$ cat src/rtl/esm_sched_pkg.sv
// Shared types and sizing helpers for the ESM issue scheduler.
package esm_sched_pkg;

  typedef enum logic [1:0] {
    SlotFree,
    SlotWaiting,
    SlotIssued
  } slot_state_t;

  localparam int unsigned BsDefault         = 16;
  localparam int unsigned InstrWidthDefault = 32;

  function automatic int unsigned idx_width(input int unsigned n);
    return (n > 1) ? $clog2(n) : 1;
  endfunction

endpackage

$ cat src/rtl/esm_rr_arbiter.sv
// Round-robin picker: first set request at or after ptr_i, wrapping at N-1.
module esm_rr_arbiter
  import esm_sched_pkg::*;
#(
  parameter int unsigned N = BsDefault,
  localparam int unsigned IdxW = idx_width(N)
) (
  input  logic [N-1:0]    req_i,
  input  logic [IdxW-1:0] ptr_i,
  output logic [IdxW-1:0] gnt_idx_o,
  output logic            gnt_valid_o
);

  logic [IdxW-1:0] probe;

  // Walk offsets from high to low so the smallest offset wins; N is a power of two so
  // IdxW-bit addition wraps naturally.
  always_comb begin
    gnt_valid_o = 1'b0;
    gnt_idx_o   = '0;
    probe       = '0;
    for (int unsigned k = N; k > 0; k--) begin
      probe = ptr_i + IdxW'(k - 1);
      if (req_i[probe]) begin
        gnt_valid_o = 1'b1;
        gnt_idx_o   = probe;
      end
    end
  end

endmodule

$ cat src/rtl/esm_issue_scheduler.sv
// Slot allocator and round-robin issue controller in front of the ESM dependency core.
module esm_issue_scheduler
  import esm_sched_pkg::*;
#(
  parameter int unsigned Instr_word_size = InstrWidthDefault,
  parameter int unsigned bs = BsDefault,
  localparam int unsigned IdxW = idx_width(bs)
) (
  input  logic                       clk,
  input  logic                       rst,
  input  logic                       in_valid,
  output logic                       in_ready,
  input  logic [Instr_word_size-1:0] Instr_in,
  output logic [Instr_word_size-1:0] core_instr,
  output logic [IdxW-1:0]            buffer_index,
  input  logic [bs-1:0]              ready_positions,
  output logic                       issue_valid,
  input  logic                       issue_ready,
  output logic [IdxW-1:0]            issue_index,
  output logic [Instr_word_size-1:0] issue_instr,
  input  logic                       complete_valid,
  input  logic [IdxW-1:0]            complete_index,
  output logic [IdxW:0]              occupancy,
  output logic                       err_bad_complete
);

  slot_state_t                state_q [bs];
  slot_state_t                state_d [bs];
  logic [Instr_word_size-1:0] word_q  [bs];
  logic [Instr_word_size-1:0] word_d  [bs];

  logic [IdxW-1:0]            rr_ptr_q, rr_ptr_d;
  logic                       issue_valid_q, issue_valid_d;
  logic [IdxW-1:0]            issue_index_q, issue_index_d;
  logic [Instr_word_size-1:0] issue_instr_q, issue_instr_d;
  logic [IdxW:0]              occ_q, occ_d;
  logic                       err_q, err_d;

  logic [bs-1:0]   free_vec, eligible;
  logic [IdxW-1:0] alloc_idx, gnt_idx;
  logic            gnt_valid, fire_in, alloc, hs, comp_ok, load_issue;

  // The slot currently held in the issue register is masked so it is never picked twice.
  always_comb begin
    free_vec  = '0;
    eligible  = '0;
    alloc_idx = '0;
    for (int i = bs - 1; i >= 0; i--) begin
      free_vec[i] = (state_q[i] == SlotFree);
      eligible[i] = (state_q[i] == SlotWaiting) && ready_positions[i] &&
                    !(issue_valid_q && (issue_index_q == IdxW'(i)));
      if (state_q[i] == SlotFree) alloc_idx = IdxW'(i);
    end
  end

  esm_rr_arbiter #(
    .N(bs)
  ) u_arb (
    .req_i      (eligible),
    .ptr_i      (rr_ptr_q),
    .gnt_idx_o  (gnt_idx),
    .gnt_valid_o(gnt_valid)
  );

  assign in_ready     = |free_vec;
  assign fire_in      = in_valid && in_ready;
  assign alloc        = fire_in && (Instr_in != '0);
  assign buffer_index = in_ready ? alloc_idx : '0;
  assign core_instr   = fire_in ? Instr_in : '0;
  assign hs           = issue_valid_q && issue_ready;
  assign load_issue   = !issue_valid_q || issue_ready;
  assign comp_ok      = complete_valid && (state_q[complete_index] == SlotIssued);

  always_comb begin
    state_d       = state_q;
    word_d        = word_q;
    rr_ptr_d      = rr_ptr_q;
    issue_valid_d = issue_valid_q;
    issue_index_d = issue_index_q;
    issue_instr_d = issue_instr_q;
    occ_d         = occ_q;
    err_d         = err_q;

    if (comp_ok) state_d[complete_index] = SlotFree;
    if (complete_valid && !comp_ok) err_d = 1'b1;

    if (hs) begin
      state_d[issue_index_q] = SlotIssued;
      rr_ptr_d               = issue_index_q + 1'b1;
    end

    if (alloc) begin
      state_d[alloc_idx] = SlotWaiting;
      word_d[alloc_idx]  = Instr_in;
    end

    if (load_issue) begin
      issue_valid_d = gnt_valid;
      if (gnt_valid) begin
        issue_index_d = gnt_idx;
        issue_instr_d = word_q[gnt_idx];
      end
    end

    unique case ({alloc, comp_ok})
      2'b10:   occ_d = occ_q + 1'b1;
      2'b01:   occ_d = occ_q - 1'b1;
      default: occ_d = occ_q;
    endcase
  end

  always_ff @(posedge clk) begin
    if (rst) begin
      for (int i = 0; i < bs; i++) begin
        state_q[i] <= SlotFree;
        word_q[i]  <= '0;
      end
      rr_ptr_q      <= '0;
      issue_valid_q <= 1'b0;
      issue_index_q <= '0;
      issue_instr_q <= '0;
      occ_q         <= '0;
      err_q         <= 1'b0;
    end else begin
      state_q       <= state_d;
      word_q        <= word_d;
      rr_ptr_q      <= rr_ptr_d;
      issue_valid_q <= issue_valid_d;
      issue_index_q <= issue_index_d;
      issue_instr_q <= issue_instr_d;
      occ_q         <= occ_d;
      err_q         <= err_d;
    end
  end

  assign issue_valid      = issue_valid_q;
  assign issue_index      = issue_index_q;
  assign issue_instr      = issue_instr_q;
  assign occupancy        = occ_q;
  assign err_bad_complete = err_q;

endmodule

$ cat config.mk
export PLATFORM = sky130hd
export DESIGN_NAME = esm_issue_scheduler
export DESIGN_NICKNAME = d
export VERILOG_FILES = /design/src/rtl/esm_sched_pkg.sv /design/src/rtl/esm_rr_arbiter.sv /design/src/rtl/esm_issue_scheduler.sv
export SDC_FILE = /design/constraint.sdc
export NUM_CORES = 2
export LEC_CHECK = 0
export ABC_CLOCK_PERIOD_IN_PS = 6600
export BUFFER_PORTS_ARGS = -buffer_cell sky130_fd_sc_hd__buf_2
export CAP_MARGIN = 20
export CORE_MARGIN = 2
export CORE_UTILIZATION = 60
export CTS_CLUSTER_SIZE = 28
export DETAILED_ROUTE_END_ITERATION = 7
export MAX_ROUTING_LAYER = met4
export PLACE_DENSITY = 0.74
export RECOVER_POWER = 25
export SLEW_MARGIN = 20
export SYNTH_ARGS = -nofsm -noshare
export SYNTH_HDL_FRONTEND = slang
export SYNTH_HIERARCHICAL = 1
export SYNTH_SLANG_ARGS = --single-unit
$ cat constraint.sdc
create_clock -name clk -period 6.6 [get_ports clk]
set_input_delay 1.32 -clock clk [delete_from_list [all_inputs] [get_ports clk]]
set_output_delay 1.32 -clock clk [all_outputs]
set_load 0.01 [all_outputs]
==> out/metrics.csv <==
metric,value,unit
status,"complete, but fails checks",
failed_checks,"capacitance limit, slew limit",
ys_seq_elements,591,
cts.clk_slew.worst_paths,60,ps
final_core_utilization,66.3,%
drc,0,
insertion_delay,640,ps
critPathLaunchType,flop,
seq_area,11800,um2
dpl_cell_area,30700,um2
vias_per_cell,6.44,
max_cap_viol_count,5,
power,0.00772,W
p_sw,0.00192,W
postSynthNetCount,2902,
finalNetCount,2893,
slew_violations,416,
multiInputGateArea,16700,um2
dpl.hpwl,52800,um
yosys_warnings,6,
number_of_clock_sinks,591,
timing.critical_path.to_type,flop,
dr.pass1.iters,5,
synth_async_sr_flop_share,0,%
fp.dieH,227,um
worstPathRequired,6990,ps
synth_cell_types,85,
pin_count,137,
cts_max_path_buffers,3,
final_design_area_no_fill,32500,um2
route.final.wire_length,86500,um
finalWeightedCongestion,0.990,
vdd_ir_drop_max,238,uV
synthCells,2829,
timing_worst_setup_path_type,reg -> reg,
clock_power_share,43.7,%
drive_above_1_share,16.5,%
fin_worst_skew,33.0,ps
port_buffers,136,
sum_of_negative_setup_slack,0,ps
grt_start_max_net_pins,164,
cts_repair_resize_count,0,
initial_utilization,60.8,%
grt_setup_unrepaired,no,
fp.dieW,227,um
period_share,90.2,%
p_int,0.00581,W
post_cts.repair.setup_buffers,0,
critical_path_arrival,6350,ps
clock_tree.htree_level_count,2,
via_count_of_the_first_global_routing_pass,22400,
nFillCells,3883,
antenna_violating_nets_post_route,0,
cts-root-buf,sky130_fd_sc_hd__clkbuf_16,
max_freq,168,MHz
cts_hold_buf,0,
setup_viol_count_final,0,
standard_cell_core_area,49100,um2
layout.cells.most_common,sky130_fd_sc_hd__dfxtp_1,
grtUsageTotal,34.5,%
antenna_found_initial,3,
initialDrtViolationCount,2661,
switching_share,24.8,%
wl_per_cell,24.5,um
synth-edff-count,0,
combinationalPowerShare,9.2,%
route.vias.total,22700,
finalCriticalPeriod,5950,ps
most-common-layout-cells,"591 x sky130_fd_sc_hd__dfxtp_1, 470 x sky130_fd_sc_hd__mux2i_1, 393 x sky130_fd_sc_hd__nand2b_1",
globalRouteOverflowTotal,0,
power.static_leakage,13.6,nW
synthesis.area,29800,um2
synth_ff_type,sky130_fd_sc_hd__dfxtp_1,
pwr_density_cell,237,nW/um2
hold_path.class,reg -> reg,
crit_path_max_fanout,17,
cts_buffers,60,
pin_slew_with_the_least_headroom_to_its_limit,2820,ps
tritoncts,built,
mean_instance_size_in_the_synthesized_netlist,10.5,um2
grt_first_pass_wirelength,132000,um
finalHoldViolCount,0,
design.die.area,51500,um2
num_rows,81,
seqPwrFrac,47.1,%
area_delta_synth_final,9.05,%
slew_headroom,-87.7,%
synth_sequential_area_ratio,39.7,%
-- final cells by class --
class	instances	share of cell area (%)
Tap cell	664	2.55
Sequential cell	591	36.4
Timing Repair Buffer	189	3.50
Antenna cell	2	0.0154
Inverter	27	0.312
Clock buffer	91	5.59
Clock inverter	17	0.462
Multi-Input combinational cell	1951	51.2
-- kinds of logic (layout without fill, tap and decap cells) --
logic type	count (synthesis)	after routing	share of synthesized area, %
fa+ha+maj	16	16	0.696
flops	591	591	39.7
buf+inv	287	324	4.69
simple gates	885	885	16.2
mux	683	683	31.1
other cells	0	2	0
xor+xnor	16	16	0.570
compound gates	351	351	7.14
-- metrics by stage --
| step | hold slack, ps | setup WS (ps) | cells |
|---|---|---|---|
| after floorplan | 446 | 1200 | 2829 |
| after global placement | 443 | 784 | 3422 |
| after detailed placement | 443 | 676 | 3422 |
| after CTS | 463 | 848 | 3530 |
| after global routing | 484 | 396 | 3532 |
| final | 462 | 648 | 3532 |
-- metal layers --
layer | routed length [um] | vias up | track usage (%)
met5 | 0 | - | -
met4 | 3240 | 0 | 13.4
li1 | - | 10100 | -
met2 | 40300 | 1030 | 53.8
met1 | 35800 | 11400 | 45.6
met3 | 7180 | 231 | 5.06
-- critical path, stage by stage, from the launching register on --
cell and delay [ps]:
sky130_fd_sc_hd__dfxtp_1 570, sky130_fd_sc_hd__inv_1 120, sky130_fd_sc_hd__ha_1 230, sky130_fd_sc_hd__and2_1 340, sky130_fd_sc_hd__a311oi_1 720, sky130_fd_sc_hd__mux4_2 450
sky130_fd_sc_hd__mux2i_1 150, sky130_fd_sc_hd__mux2i_1 400, sky130_fd_sc_hd__nor2_1 110, sky130_fd_sc_hd__o221a_2 150, sky130_fd_sc_hd__a211oi_1 300, sky130_fd_sc_hd__o31a_2 680
sky130_fd_sc_hd__buf_4 360, sky130_fd_sc_hd__mux4_2 520, sky130_fd_sc_hd__mux4_2 470, sky130_fd_sc_hd__nand2_1 80, sky130_fd_sc_hd__a21oi_1 60
-- Yosys cell counts (37+ instances only) --
master / instances / area, um2
sky130_fd_sc_hd__dfxtp_1: 591 / 11800
sky130_fd_sc_hd__mux2i_1: 470 / 4700
sky130_fd_sc_hd__nand2b_1: 393 / 2460
sky130_fd_sc_hd__nand3_1: 47 / 235
sky130_fd_sc_hd__nand4_1: 37 / 231
sky130_fd_sc_hd__a21oi_1: 145 / 726
sky130_fd_sc_hd__o21ai_0: 77 / 385
sky130_fd_sc_hd__nor2_1: 143 / 537
sky130_fd_sc_hd__clkbuf_1: 158 / 593
sky130_fd_sc_hd__mux4_2: 184 / 4140
sky130_fd_sc_hd__and3_1: 37 / 231
sky130_fd_sc_hd__buf_2: 43 / 215
sky130_fd_sc_hd__nand2_1: 156 / 586
-- final timing paths --
check             slack [ps]  cells past startpoint             from         endpoint
hold reg to reg          460                      2  issue_instr[26]  issue_instr[26]
setup / recovery         650                     16   issue_index[0]  issue_instr[24]
hold / removal           460                      2  issue_instr[26]  issue_instr[26]
setup reg to reg         650                     16   issue_index[0]  issue_instr[24]
-- power groups by stage --
stage | sequential [W] | combinational, W | clock [W]
final | 0.00364 | 0.000713 | 0.00337
after global routing | 0.00364 | 0.000754 | 0.00354
after CTS | 0.00363 | 0.000711 | 0.00341
after detailed placement | 0.00371 | 0.000709 | 0
after global placement | 0.00371 | 0.000700 | 0
after floorplan | 0.00371 | 0.000477 | 0
-- sequential cells by signal (all words and copies together) (netlist names) --
name	flops
issue_index	4
rr_ptr_q	4
occupancy	5
state_q	32
err_bad_complete	1
issue_valid	1
word_q	512
issue_instr	32
(Power assumes the default switching activity.)
